## src/rtl/rr_op_sequencer.sv

```systemverilog
// Control sequencer for the register-register datapath: runs either an MDR preload
// or the T0..T6 fetch/execute sequence, with every datapath strobe registered.
module rr_op_sequencer #(
    parameter int NUM_REGS = 16,
    parameter int DATA_W   = 32,
    parameter int CTRL_W   = 4,
    parameter int SEL_W    = 32
) (
    input  logic              clk,
    input  logic              clr,
    input  logic              start,
    input  logic              mode,
    input  logic [4:0]        ra,
    input  logic [4:0]        rb,
    input  logic [4:0]        rc,
    input  logic [CTRL_W-1:0] alu_op,
    input  logic              wide,
    input  logic [DATA_W-1:0] load_data,
    output logic [SEL_W-1:0]  enable,
    output logic [SEL_W-1:0]  bus_select,
    output logic              md_read,
    output logic              inc_pc,
    output logic [CTRL_W-1:0] alu_ctrl,
    output logic [DATA_W-1:0] mdata_out,
    output logic              busy,
    output logic              done,
    output logic              err
);

    // state | meaning
    // IDLE  | waiting for start; done pulses here after a sequence
    // LA    | preload: memory data into MDR
    // LB    | preload: MDR onto bus, write R[ra]
    // T0    | PC to MAR, increment PC
    // T1    | memory read into MDR
    // T2    | MDR to IR
    // T3    | R[rb] to Y
    // T4    | R[rc] through ALU into Z
    // T5    | Zlo to R[ra] (or LO when wide)
    // T6    | Zhi to HI (wide only)
    typedef enum logic [3:0] {
        S_IDLE, S_LA, S_LB, S_T0, S_T1, S_T2, S_T3, S_T4, S_T5, S_T6
    } state_t;

    localparam int EN_HI  = 16;
    localparam int EN_LO  = 17;
    localparam int BS_ZHI = 18;
    localparam int BS_ZLO = 19;
    localparam int B_PC   = 20;
    localparam int B_MDR  = 21;
    localparam int EN_IR  = 23;
    localparam int EN_Z   = 24;
    localparam int EN_MAR = 25;
    localparam int EN_Y   = 27;
    localparam logic [5:0] NREGS = 6'(NUM_REGS);

    state_t state, state_nxt;

    logic [4:0]        ra_q, rb_q, rc_q;
    logic [CTRL_W-1:0] op_q;
    logic              wide_q;
    logic [DATA_W-1:0] data_q;

    logic              accept, bad;
    logic [4:0]        f_ra, f_rb, f_rc;
    logic [CTRL_W-1:0] f_op;
    logic              f_wide;
    logic [DATA_W-1:0] f_data;

    logic [SEL_W-1:0]  enable_nxt, bus_nxt;
    logic              md_read_nxt, inc_pc_nxt, busy_nxt, done_nxt, err_nxt;
    logic [CTRL_W-1:0] alu_nxt;
    logic [DATA_W-1:0] mdata_nxt;

    function automatic logic [SEL_W-1:0] onehot(input logic [4:0] idx);
        logic [SEL_W-1:0] v;
        v      = '0;
        v[idx] = 1'b1;
        return v;
    endfunction

    assign accept = (state == S_IDLE) && start;
    assign bad    = ({1'b0, ra} >= NREGS) ||
                    (!mode && (({1'b0, rb} >= NREGS) || ({1'b0, rc} >= NREGS)));

    // Outputs are computed for the upcoming state, so on the accept edge the
    // fields must come straight from the inputs rather than the latches.
    assign f_ra   = accept ? ra        : ra_q;
    assign f_rb   = accept ? rb        : rb_q;
    assign f_rc   = accept ? rc        : rc_q;
    assign f_op   = accept ? alu_op    : op_q;
    assign f_wide = accept ? wide      : wide_q;
    assign f_data = accept ? load_data : data_q;

    always_ff @(posedge clk or negedge clr) begin
        if (!clr) state <= S_IDLE;
        else      state <= state_nxt;
    end

    always_comb begin
        state_nxt = state;
        case (state)
            S_IDLE:  if (accept && !bad) state_nxt = mode ? S_LA : S_T0;
            S_LA:    state_nxt = S_LB;
            S_LB:    state_nxt = S_IDLE;
            S_T0:    state_nxt = S_T1;
            S_T1:    state_nxt = S_T2;
            S_T2:    state_nxt = S_T3;
            S_T3:    state_nxt = S_T4;
            S_T4:    state_nxt = S_T5;
            S_T5:    state_nxt = wide_q ? S_T6 : S_IDLE;
            S_T6:    state_nxt = S_IDLE;
            default: state_nxt = S_IDLE;
        endcase
    end

    always_ff @(posedge clk or negedge clr) begin
        if (!clr) begin
            ra_q   <= '0;
            rb_q   <= '0;
            rc_q   <= '0;
            op_q   <= '0;
            wide_q <= 1'b0;
            data_q <= '0;
        end else if (accept) begin
            ra_q   <= ra;
            rb_q   <= rb;
            rc_q   <= rc;
            op_q   <= alu_op;
            wide_q <= wide;
            data_q <= load_data;
        end
    end

    always_comb begin
        enable_nxt  = '0;
        bus_nxt     = '0;
        md_read_nxt = 1'b0;
        inc_pc_nxt  = 1'b0;
        alu_nxt     = '0;
        mdata_nxt   = '0;
        busy_nxt    = (state_nxt != S_IDLE);
        done_nxt    = (state != S_IDLE) && (state_nxt == S_IDLE);
        err_nxt     = accept ? bad : err;
        case (state_nxt)
            S_LA: begin
                mdata_nxt         = f_data;
                md_read_nxt       = 1'b1;
                enable_nxt[B_MDR] = 1'b1;
            end
            S_LB: begin
                bus_nxt[B_MDR] = 1'b1;
                enable_nxt     = onehot(f_ra);
            end
            S_T0: begin
                bus_nxt[B_PC]      = 1'b1;
                enable_nxt[EN_MAR] = 1'b1;
                enable_nxt[B_PC]   = 1'b1;
                inc_pc_nxt         = 1'b1;
            end
            S_T1: begin
                md_read_nxt       = 1'b1;
                enable_nxt[B_MDR] = 1'b1;
            end
            S_T2: begin
                bus_nxt[B_MDR]    = 1'b1;
                enable_nxt[EN_IR] = 1'b1;
            end
            S_T3: begin
                bus_nxt          = onehot(f_rb);
                enable_nxt[EN_Y] = 1'b1;
            end
            S_T4: begin
                bus_nxt          = onehot(f_rc);
                enable_nxt[EN_Z] = 1'b1;
                alu_nxt          = f_op;
            end
            S_T5: begin
                bus_nxt[BS_ZLO] = 1'b1;
                alu_nxt         = f_op;
                if (f_wide) enable_nxt[EN_LO] = 1'b1;
                else        enable_nxt        = onehot(f_ra);
            end
            S_T6: begin
                bus_nxt[BS_ZHI]   = 1'b1;
                enable_nxt[EN_HI] = 1'b1;
                alu_nxt           = f_op;
            end
            default: ;
        endcase
    end

    always_ff @(posedge clk or negedge clr) begin
        if (!clr) begin
            enable     <= '0;
            bus_select <= '0;
            md_read    <= 1'b0;
            inc_pc     <= 1'b0;
            alu_ctrl   <= '0;
            mdata_out  <= '0;
            busy       <= 1'b0;
            done       <= 1'b0;
            err        <= 1'b0;
        end else begin
            enable     <= enable_nxt;
            bus_select <= bus_nxt;
            md_read    <= md_read_nxt;
            inc_pc     <= inc_pc_nxt;
            alu_ctrl   <= alu_nxt;
            mdata_out  <= mdata_nxt;
            busy       <= busy_nxt;
            done       <= done_nxt;
            err        <= err_nxt;
        end
    end

endmodule
```

## config.mk

```make
export PLATFORM = sky130hd
export DESIGN_NAME = rr_op_sequencer
export DESIGN_NICKNAME = d
export VERILOG_FILES = /design/src/rtl/rr_op_sequencer.sv
export SDC_FILE = /design/constraint.sdc
export NUM_CORES = 1
export LEC_CHECK = 0
export ABC_CLOCK_PERIOD_IN_PS = 2100
export BUFFER_PORTS_ARGS = -buffer_cell sky130_fd_sc_hd__buf_2
export CAP_MARGIN = 25
export CELL_PAD_IN_SITES_DETAIL_PLACEMENT = 1
export CELL_PAD_IN_SITES_GLOBAL_PLACEMENT = 1
export CORE_UTILIZATION = 40
export CTS_BUF_LIST = sky130_fd_sc_hd__clkbuf_2 sky130_fd_sc_hd__clkbuf_4 sky130_fd_sc_hd__clkbuf_8
export CTS_CLUSTER_DIAMETER = 80
export DETAILED_ROUTE_END_ITERATION = 8
export PLACE_DENSITY = 0.85
export SYNTH_ARGS = -nofsm -noshare
export SYNTH_HDL_FRONTEND = slang
export SYNTH_SLANG_ARGS = --single-unit
```

## constraint.sdc

```tcl
create_clock -name clk -period 2.1 [get_ports clk]
set_input_delay 0.105 -clock clk [delete_from_list [all_inputs] [get_ports clk]]
set_output_delay 0.105 -clock clk [all_outputs]
set_load 0.005 [all_outputs]
```

==> impl_results.rst, run 1 <==
.. list-table::
   :header-rows: 1

   * - Metric
     - Value
   * - Vias in the first global route
     - slightly above 5,000
   * - Global-route congestion overflow total
     - 0
   * - Width of the chip
     - about 120 µm
   * - Setup slack of the worst register-to-register path
     - 0.004 ns
   * - Worst-Margin Slew
     - 0.821 ns
   * - Worst setup startpoint
     - state[2]
   * - TritonCTS clock tree
     - done
   * - Count of mapped cells out of synthesis
     - around 470
   * - Global routing usage summed across all routing layers
     - 0.276
   * - Crit path arrival time
     - about 2.5 ns
   * - Overall die area
     - 13,700 µm²
   * - Cell area after placement
     - 6420 µm²
   * - Run status
     - complete, no violations
   * - Post-synth top area share
     - 0.609
   * - Kind of path behind the tightest hold check
     - input port to flip-flop
   * - P per Cell Area
     - about 1100 nW/µm²
   * - Post-synth top flop
     - sky130_fd_sc_hd__dfrtp_1
   * - Sequential-to-total area share from yosys stat
     - 0.609
   * - Total clock sinks
     - roughly 130
   * - Flops & latches, synth
     - ~130
   * - Post-synth net total
     - approximately 530
   * - Number of H-tree branching levels
     - 4
   * - Final worst hold slack
     - 0.0428 ns
   * - Netlist area before placement
     - 5300 µm²
   * - Floorplan core area
     - about 13,000 µm²
   * - Post-synthesis area per instance
     - 11.2 µm²
   * - Routed length on met1
     - 7.40 mm
   * - Worst path required time
     - between 2 and 2.5 ns
   * - Fraction of final layout cells sized beyond drive strength 1
     - 0.356
   * - Clk buf depth
     - 2
   * - Fraction of the core area covered by cells at the end of the flow
     - 0.587
   * - Final estimated routing congestion in global placement
     - between 0.8 and 0.9
   * - Post-detailed-placement half-perimeter wirelength
     - about 12 mm
   * - Initial cell density of the core
     - 0.415
   * - Hold Path Origin
     - rc[1]
   * - Detail Route met2 WL
     - between 9 and 10 mm
   * - Relative slew margins
     - 0.448
   * - Largest cells by area after synthesis
     - sky130_fd_sc_hd__dfrtp_1, sky130_fd_sc_hd__and2_1, sky130_fd_sc_hd__nand2_1
   * - Wire length of the first global-routing pass
     - 27.5 mm
   * - Design Area, Final
     - 7500 µm²
   * - Area added between synthesis and finish
     - 41.5%
   * - Pin count of the biggest net entering global routing
     - 67
   * - Final period demand of the worst path
     - around 2.1 ns
   * - Ant diodes
     - 0
   * - Element type at the critical path end
     - flip-flop
   * - Hold depth
     - 3
   * - Row cnt
     - approximately 40
   * - Critical-path maximum fanout
     - 8
   * - Worst-case reg-to-reg path depth
     - 5
   * - Setup skew after layout
     - between 0.01 and 0.015 ns
   * - Detailed-route vias per instance
     - around 5.4
   * - Number of flops mapped to enable cells by yosys
     - 0
   * - Area leader, netlist
     - sky130_fd_sc_hd__dfrtp_1
   * - Type of origin of the critical path
     - flip-flop
   * - Clock transition at the registers of the reported paths
     - roughly 0.08 ns
   * - Reg2Reg Launch Point
     - state[2]
   * - Count of port buffers added during placement
     - 160
   * - Classification of the worst setup path
     - flip-flop to flip-flop
   * - End point of the worst hold path
     - rc_q[1]
   * - Detailed Route Iter0 Violations
     - ~310
   * - WL final
     - 18.2 mm
   * - Setup Viol. Count Final
     - 0
   * - Residual antenna-violating net count after detailed routing
     - 0
   * - Fraction of registers with async set or reset after synthesis
     - 1.00
   * - Endpoint of the worst register-to-register path
     - enable[31]
   * - DR pass1 iterations
     - 4
   * - Number of nets at the end of the flow
     - between 700 and 800
   * - Vert. Die Dim
     - between 100 and 150 µm
   * - Drt wl/cell
     - between 20 and 25 µm
   * - Antenna violations before repair
     - 0
   * - Count of distinct cell types in the synthesized netlist
     - 56
   * - Clock root buffer
     - sky130_fd_sc_hd__clkbuf_8
   * - Largest vdd supply drop
     - roughly 0.00047 V
   * - Number of hold-slack violations in the final timing report
     - 0
   * - Top layer in use
     - met4
   * - Upper clock frequency limit
     - around 480 MHz
   * - Warnings from Yosys
     - 0
   * - Final Slew Violations
     - 0
   * - Total met3 wirelength after detailed routing
     - approximately 1.1 mm
   * - DRC violations left
     - 0
   * - Max-cap viol count
     - 0
   * - Leakage Power
     - 3.74 nW
   * - Number of top-level pins
     - ~160
   * - Number of vias in the routed layout
     - roughly 4,800
   * - Skew-Pair Late Insertion Delay
     - about 0.45 ns
   * - TritonCTS Buffers
     - 17
   * - Share of the clock period used by the worst path
     - 0.998
cells in the mapped netlist (all sizes together), types with 3 or more instances:
| library cell | count |
|---|---|
| nand3b | 4 |
| and2 | 32 |
| a21oi | 14 |
| dfrtp | 129 |
| o21ai | 19 |
| a41oi | 7 |
| o211ai | 4 |
| nor3b | 3 |
| nand3 | 6 |
| nand2 | 47 |
| nor2b | 6 |
| a31oi | 11 |
| o221ai | 4 |
| nor2 | 39 |
| buf | 12 |
| nor3 | 6 |
| nand2b | 9 |
| a211oi | 5 |
| clkbuf | 22 |
| o32ai | 13 |
| nand4b | 6 |
| a2111oi | 6 |
| nor4 | 8 |
| inv | 10 |
| o22ai | 17 |
cells by family after synthesis:
| logic type | after synthesis | synth area share |
|---|---|---|
| muxes | 3 | 0.00591 |
| and+or+nand+nor | 179 | 0.186 |
| xor gates and xnor gates | 2 | 0.00331 |
| AOI/OAI and AO/OA | 115 | 0.155 |
| DFF | 129 | 0.609 |
| buffers and inverters | 45 | 0.0404 |
metal layers:
layer,track usage,vias up
met5,0,-
met1,0.324,2441
met4,0.105,0
met2,0.484,178
met3,0.0716,28
li1,-,2162
through the flow:
step                      cells  power [mW]  setup slack, ns  setup TNS, ns
after detailed placement    802        5.81          -0.0457        -0.0820
final                       886        8.51          0.00381              0
after global routing        886        8.92          -0.0791         -0.230
after CTS                   883        8.30           0.0324              0
after floorplan             473        4.76            0.218              0
after global placement      802        5.67         -0.00898       -0.00898
power breakdown:
| part | leakage (nW) | internal (mW) | switching, mW |
|---|---|---|---|
| Clock | 0.219 | 1.37 | 1.02 |
| Sequential | 1.75 | 2.86 | 0.434 |
| Combinational | 1.78 | 1.14 | 1.68 |
| Total | 3.74 | 5.37 | 3.14 |
layout by cell type (no fill, tap or decap), types with 3 or more instances in the layout:
master	synthesis	final
sky130_fd_sc_hd__a31oi_1	11	7
sky130_fd_sc_hd__nor3_1	6	5
sky130_fd_sc_hd__o32ai_1	13	10
sky130_fd_sc_hd__a211oi_1	5	5
sky130_fd_sc_hd__a2111oi_0	6	6
sky130_fd_sc_hd__dfrtp_1	129	127
sky130_fd_sc_hd__o221ai_1	4	4
sky130_fd_sc_hd__o211ai_1	4	4
sky130_fd_sc_hd__dlygate4sd3_1	0	49
sky130_fd_sc_hd__o32ai_2	0	3
sky130_fd_sc_hd__and2_1	32	32
sky130_fd_sc_hd__nand3_1	6	5
sky130_fd_sc_hd__buf_2	6	159
sky130_fd_sc_hd__a41oi_1	6	3
sky130_fd_sc_hd__a41oi_2	0	3
sky130_fd_sc_hd__o22ai_1	17	17
sky130_fd_sc_hd__clkbuf_8	0	19
sky130_fd_sc_hd__clkinvlp_4	0	3
sky130_fd_sc_hd__buf_12	0	4
sky130_fd_sc_hd__nand4b_1	6	6
sky130_fd_sc_hd__nand3b_1	4	4
sky130_fd_sc_hd__nand2b_1	9	9
sky130_fd_sc_hd__inv_1	10	10
sky130_fd_sc_hd__a21oi_1	13	12
sky130_fd_sc_hd__a31oi_2	0	4
sky130_fd_sc_hd__nor2b_1	6	6
sky130_fd_sc_hd__buf_4	2	30
sky130_fd_sc_hd__o21ai_0	18	18
sky130_fd_sc_hd__nor2_1	38	38
sky130_fd_sc_hd__nand2_1	47	47
sky130_fd_sc_hd__nor4_1	5	5
sky130_fd_sc_hd__nor3b_1	3	3
sky130_fd_sc_hd__bufinv_16	0	4
flip-flops by register name, indices dropped and copies added, names as in the netlist, 4 cells and up:
name	flops
op_q	4
mdata_out	32
rb_q	5
enable	32
bus_select	32
rc_q	5
state	4
alu_ctrl	4
ra_q	5
repair_timing:
item | in CTS | in global routing
setup buffers | 0 | 2
pin swaps | 0 | 2
hold buffers | 49 | 0
setup endpoints to repair | 8 | 22
gates resized for setup | 5 | 14
gates cloned | 0 | 1
endpoints found under the hold margin | 86 | 0
how the worst max path moves through the flow:
| stage | endpoint | slack, ns | cells after the start |
|---|---|---|---|
| CTS | bus_select[31] | 0.03 | 5 |
| global route | enable[30] | -0.08 | 5 |
| detailed placement | bus_select[19] | -0.05 | 4 |
| global placement | bus_select[19] | -0.009 | 4 |
| finish | enable[31] | 0.004 | 5 |
| floorplan | bus_select[11] | 0.22 | 6 |
final cells by class:
class	count	area [µm²]
tap	172	215
sequential	129	3230
timing repair buffer	242	1590
fill	1403	5280
clock inverter	12	179
clock buffer	20	269
inverter	11	41.3
multi-input combinational	300	1970
critical path: stages (launching register included):
cell and delay [ns]:
sky130_fd_sc_hd__dfrtp_2 0.48, sky130_fd_sc_hd__or4_4 0.66, sky130_fd_sc_hd__buf_4 0.20, sky130_fd_sc_hd__nor4_1 0.30
sky130_fd_sc_hd__a41oi_1 0.18, sky130_fd_sc_hd__nor2_1 0.20
Note: power is estimated with default switching activity, not from simulation.
==> run 2: changes to the inputs <==
- BUFFER_PORTS_ARGS: -buffer_cell sky130_fd_sc_hd__buf_2 -> unset
- CORE_UTILIZATION: 40 -> 50
- DONT_BUFFER_PORTS: unset -> 1
==> run 2 against run 1 <==
  * The run now ends with hold timing left
  * Sequential power is essentially flat
  * Clock skew decreased by 0.0012 ns
  * Cell count is 23% lower
  * Flip-flop and latch count is the same
  * Combinational power shrank 14%
  * First-iteration DRC count is 26% higher
  * Cell area decreased by 13%
  * Non-clock buffer count shrank 166
  * Utilization grew 4.9 points
  * Hold slack got worse by 0.68 ns
  * Power down 4.7%
  * Critical path depth decreased by 1
==> impl_results.rst, run 2 (synthesis gave the netlist of run 1 again) <==
.. list-table::
   :header-rows: 1

   * - Metric
     - Value
   * - Detailed Route Iter0 Violations
     - 397 (+26%)
   * - Sequential cell fraction of total power
     - 0.410 (+0.023)
   * - Count of port buffers added during placement
     - 0 (-100%)
   * - Final worst setup slack
     - 0.0438 ns (+0.0400 ns)
   * - Switching Fraction
     - 0.366 (-0.00263)
   * - Setup skew after layout
     - 0.0106 ns (-0.00120 ns)
   * - Share of the clock period used by the worst path
     - 0.979 (-0.0191)
   * - Post-detailed-placement half-perimeter wirelength
     - 9.65 mm (-17%)
   * - P per Cell Area
     - 1240 nW/µm² (+9.3%)
   * - Reg2Reg Launch Point
     - state[1]
   * - Detailed-route vias per instance
     - 6.13 (+13%)
   * - Drt wl/cell
     - 23.6 µm (+15%)
   * - Fraction of the core area covered by cells at the end of the flow
     - 0.636 (+0.0494)
   * - Width of the chip
     - 105 µm (-10%)
   * - Fraction of final layout cells sized beyond drive strength 1
     - 0.135 (-0.220)
   * - Floorplan core area
     - 10,300 µm² (-20%)
   * - Setup slack of the worst register-to-register path
     - 0.04 ns (+0.04 ns)
   * - Critical-path maximum fanout
     - 8 (unchanged)
   * - DRC violations left
     - 0 (unchanged)
   * - Worst Setup Slack post-DPL
     - 0.0772 ns (+0.123 ns)
   * - Overall die area
     - 11,000 µm² (-20%)
   * - Area added between synthesis and finish
     - 23.5%
   * - Largest registers
     - bus_select: 32 flops, enable: 32 flops, mdata_out: 32 flops
   * - Largest vdd supply drop
     - 0.000566 V (+20%)
   * - Violations in the final reports
     - hold timing
   * - Number of top-level pins
     - 161 (unchanged)
   * - DR pass1 iterations
     - 5 (+1)
   * - Total clock sinks
     - 129 (unchanged)
   * - Worst setup startpoint
     - state[1]
   * - Proportion of power drawn by combinational gates
     - 0.299 (-0.033)
   * - Global routing usage summed across all routing layers
     - 0.305 (+0.0295)
   * - Row cnt
     - 37 (-9.8%)
   * - Element type at the critical path end
     - flip-flop
   * - Ant diodes
     - 0 (unchanged)
   * - Number of standard cells in the layout, taps in and fillers out
     - 683 (-23%)
   * - Setup Viol. Count Final
     - 0 (unchanged)
   * - Wire length of the first global-routing pass
     - 25.2 mm (-8.5%)
   * - Kind of path behind the tightest hold check
     - input port to asynchronous set/reset pin
   * - Hold-fix buffer count after cts
     - 54 (+10%)
   * - Relative slew margins
     - 0.582 (+0.134)
   * - TritonCTS clock tree
     - done
   * - Unrepaired setup endpoints after global routing
     - true
   * - Worst path required time
     - 2.44 ns (-0.03 ns)
   * - Switching power of the nets
     - 2.97 mW (-5.4%)
   * - Number of H-tree branching levels
     - 4 (unchanged)
   * - TritonCTS Buffers
     - 17 (unchanged)
   * - Number of vias in the routed layout
     - 4,184 (-13%)
   * - Number of buffers inserted to repair setup after CTS
     - 0 (unchanged)
   * - Number of hold-slack violations in the final timing report
     - 129 (+129)
   * - Clock root buffer
     - sky130_fd_sc_hd__clkbuf_8
   * - Sequence of cells on the critical path
     - or4_2, nor4_1, o21ai_2, o21ai_1
   * - Residual antenna-violating net count after detailed routing
     - 0 (unchanged)
   * - Upper clock frequency limit
     - 486 MHz (+1.9%)
   * - Classification of the worst setup path
     - flip-flop to flip-flop
   * - Final estimated routing congestion in global placement
     - 0.910 (+8.8%)
   * - Initial cell density of the core
     - 0.515 (+0.101)
   * - Worst-path cell with the longest stage delay
     - sky130_fd_sc_hd__or4_2
   * - Final period demand of the worst path
     - 2.06 ns (-0.0400 ns)
   * - Slowest Stage Delay on Critical Path
     - 0.79 ns (+0.13 ns)
   * - Run status
     - finished with violations
   * - Pin count of the biggest net entering global routing
     - 130 (+94%)
   * - Cell-internal power
     - 5.14 mW (-4.3%)
   * - Clk buf depth
     - 2 (unchanged)
   * - Skew-Pair Late Insertion Delay
     - 0.43 ns (-0.02 ns)
   * - Number of nets at the end of the flow
     - 591 (-22%)
   * - Max-cap viol count
     - 0 (unchanged)
   * - Clock transition at the registers of the reported paths
     - 0.08 ns (about the same)
   * - Worst-Margin Slew
     - 0.625 ns (-0.196 ns)
   * - Most frequent cells in the layout
     - sky130_fd_sc_hd__dfrtp_1, sky130_fd_sc_hd__dlygate4sd3_1, sky130_fd_sc_hd__nand2_1, sky130_fd_sc_hd__nor2_1, sky130_fd_sc_hd__and2_1
   * - Cell count after placement
     - 597 (-26%)
   * - WL final
     - 16.1 mm (-11%)
   * - Global-route congestion overflow total
     - 0 (unchanged)
   * - Leakage Power
     - 2.91 nW (-22%)
   * - Antenna violations before repair
     - 0 (unchanged)
   * - Post-route total power
     - 8.11 mW (-4.7%)
   * - Vias in the first global route
     - 4,430 (-13%)
   * - Crit path arrival time
     - 2.40 ns (-0.07 ns)
   * - Most frequent standard cell in the layout excluding fill and tap cells
     - sky130_fd_sc_hd__dfrtp_1
   * - Final worst hold slack
     - -0.638 ns (-0.681 ns)
   * - Type of origin of the critical path
     - flip-flop
   * - Vert. Die Dim
     - 105 µm (-10%)
   * - Clock network fraction of total power
     - 0.291 (+0.010)
   * - Final Slew Violations
     - 0 (unchanged)
[run 2: critical path: cells and delay by family (launching register included)]
kind | cells | cell delay (ns)
simple gates | 2 | 1.08
flops | 1 | 0.44
compound gates | 2 | 0.44
[run 2: layout make-up]
cell class | count | area [µm²]
Fill cell | 1044 | 3740
Sequential cell | 129 | 3230
Clock inverter | 12 | 181
Inverter | 11 | 41.3
Timing Repair Buffer | 76 | 738
Clock buffer | 19 | 262
Multi-Input combinational cell | 300 | 1920
Tap cell | 136 | 170
[run 2: path summary, 6_finish.rpt]
check,to,cells after the start
hold / removal,mdata_out[3],0
max in group asynchronous,op_q[1],0
setup / recovery,enable[24],4
setup reg to reg,enable[24],4
hold reg to reg,op_q[1],2
min in group clk,bus_select[22],3
[run 2: power by group through the flow]
stage	Sequential (mW)	Clock, mW	Combinational [mW]
5_1_grt	3.36	2.49	2.60
3_3_place_gp	3.30	0	2.05
2_1_floorplan	3.13	0	1.64
3_5_place_dp	3.32	0	2.12
4_1_cts	3.28	2.40	2.28
6_report	3.32	2.36	2.43
[run 2: per-layer routing]
layer  share of wire  vias up  track usage
met5               0        -            0
met1            0.41     2089        0.388
met2            0.48      250        0.469
met4           0.024        0        0.148
met3           0.092       30        0.103
li1                -     1815            -
[run 2: timing repair]
| item | 4_1_cts | 5_1_grt |
|---|---|---|
| pin swaps | 0 | 1 |
| resized for setup | 1 | 12 |
| gates cloned | 0 | 1 |
| setup endpoints to repair | 1 | 35 |
| hold endpoints to repair | 205 | 129 |
[run 2: per-stage QoR]
step	hold slack [ns]	TNS (ns)	cell area (µm²)
2_1_floorplan	-0.191	0	5300
3_3_place_gp	-0.188	0	5480
3_5_place_dp	-0.188	0	5480
4_1_cts	-0.668	0	6470
5_1_grt	-0.672	-0.0669	6540
6_report	-0.638	0	6540
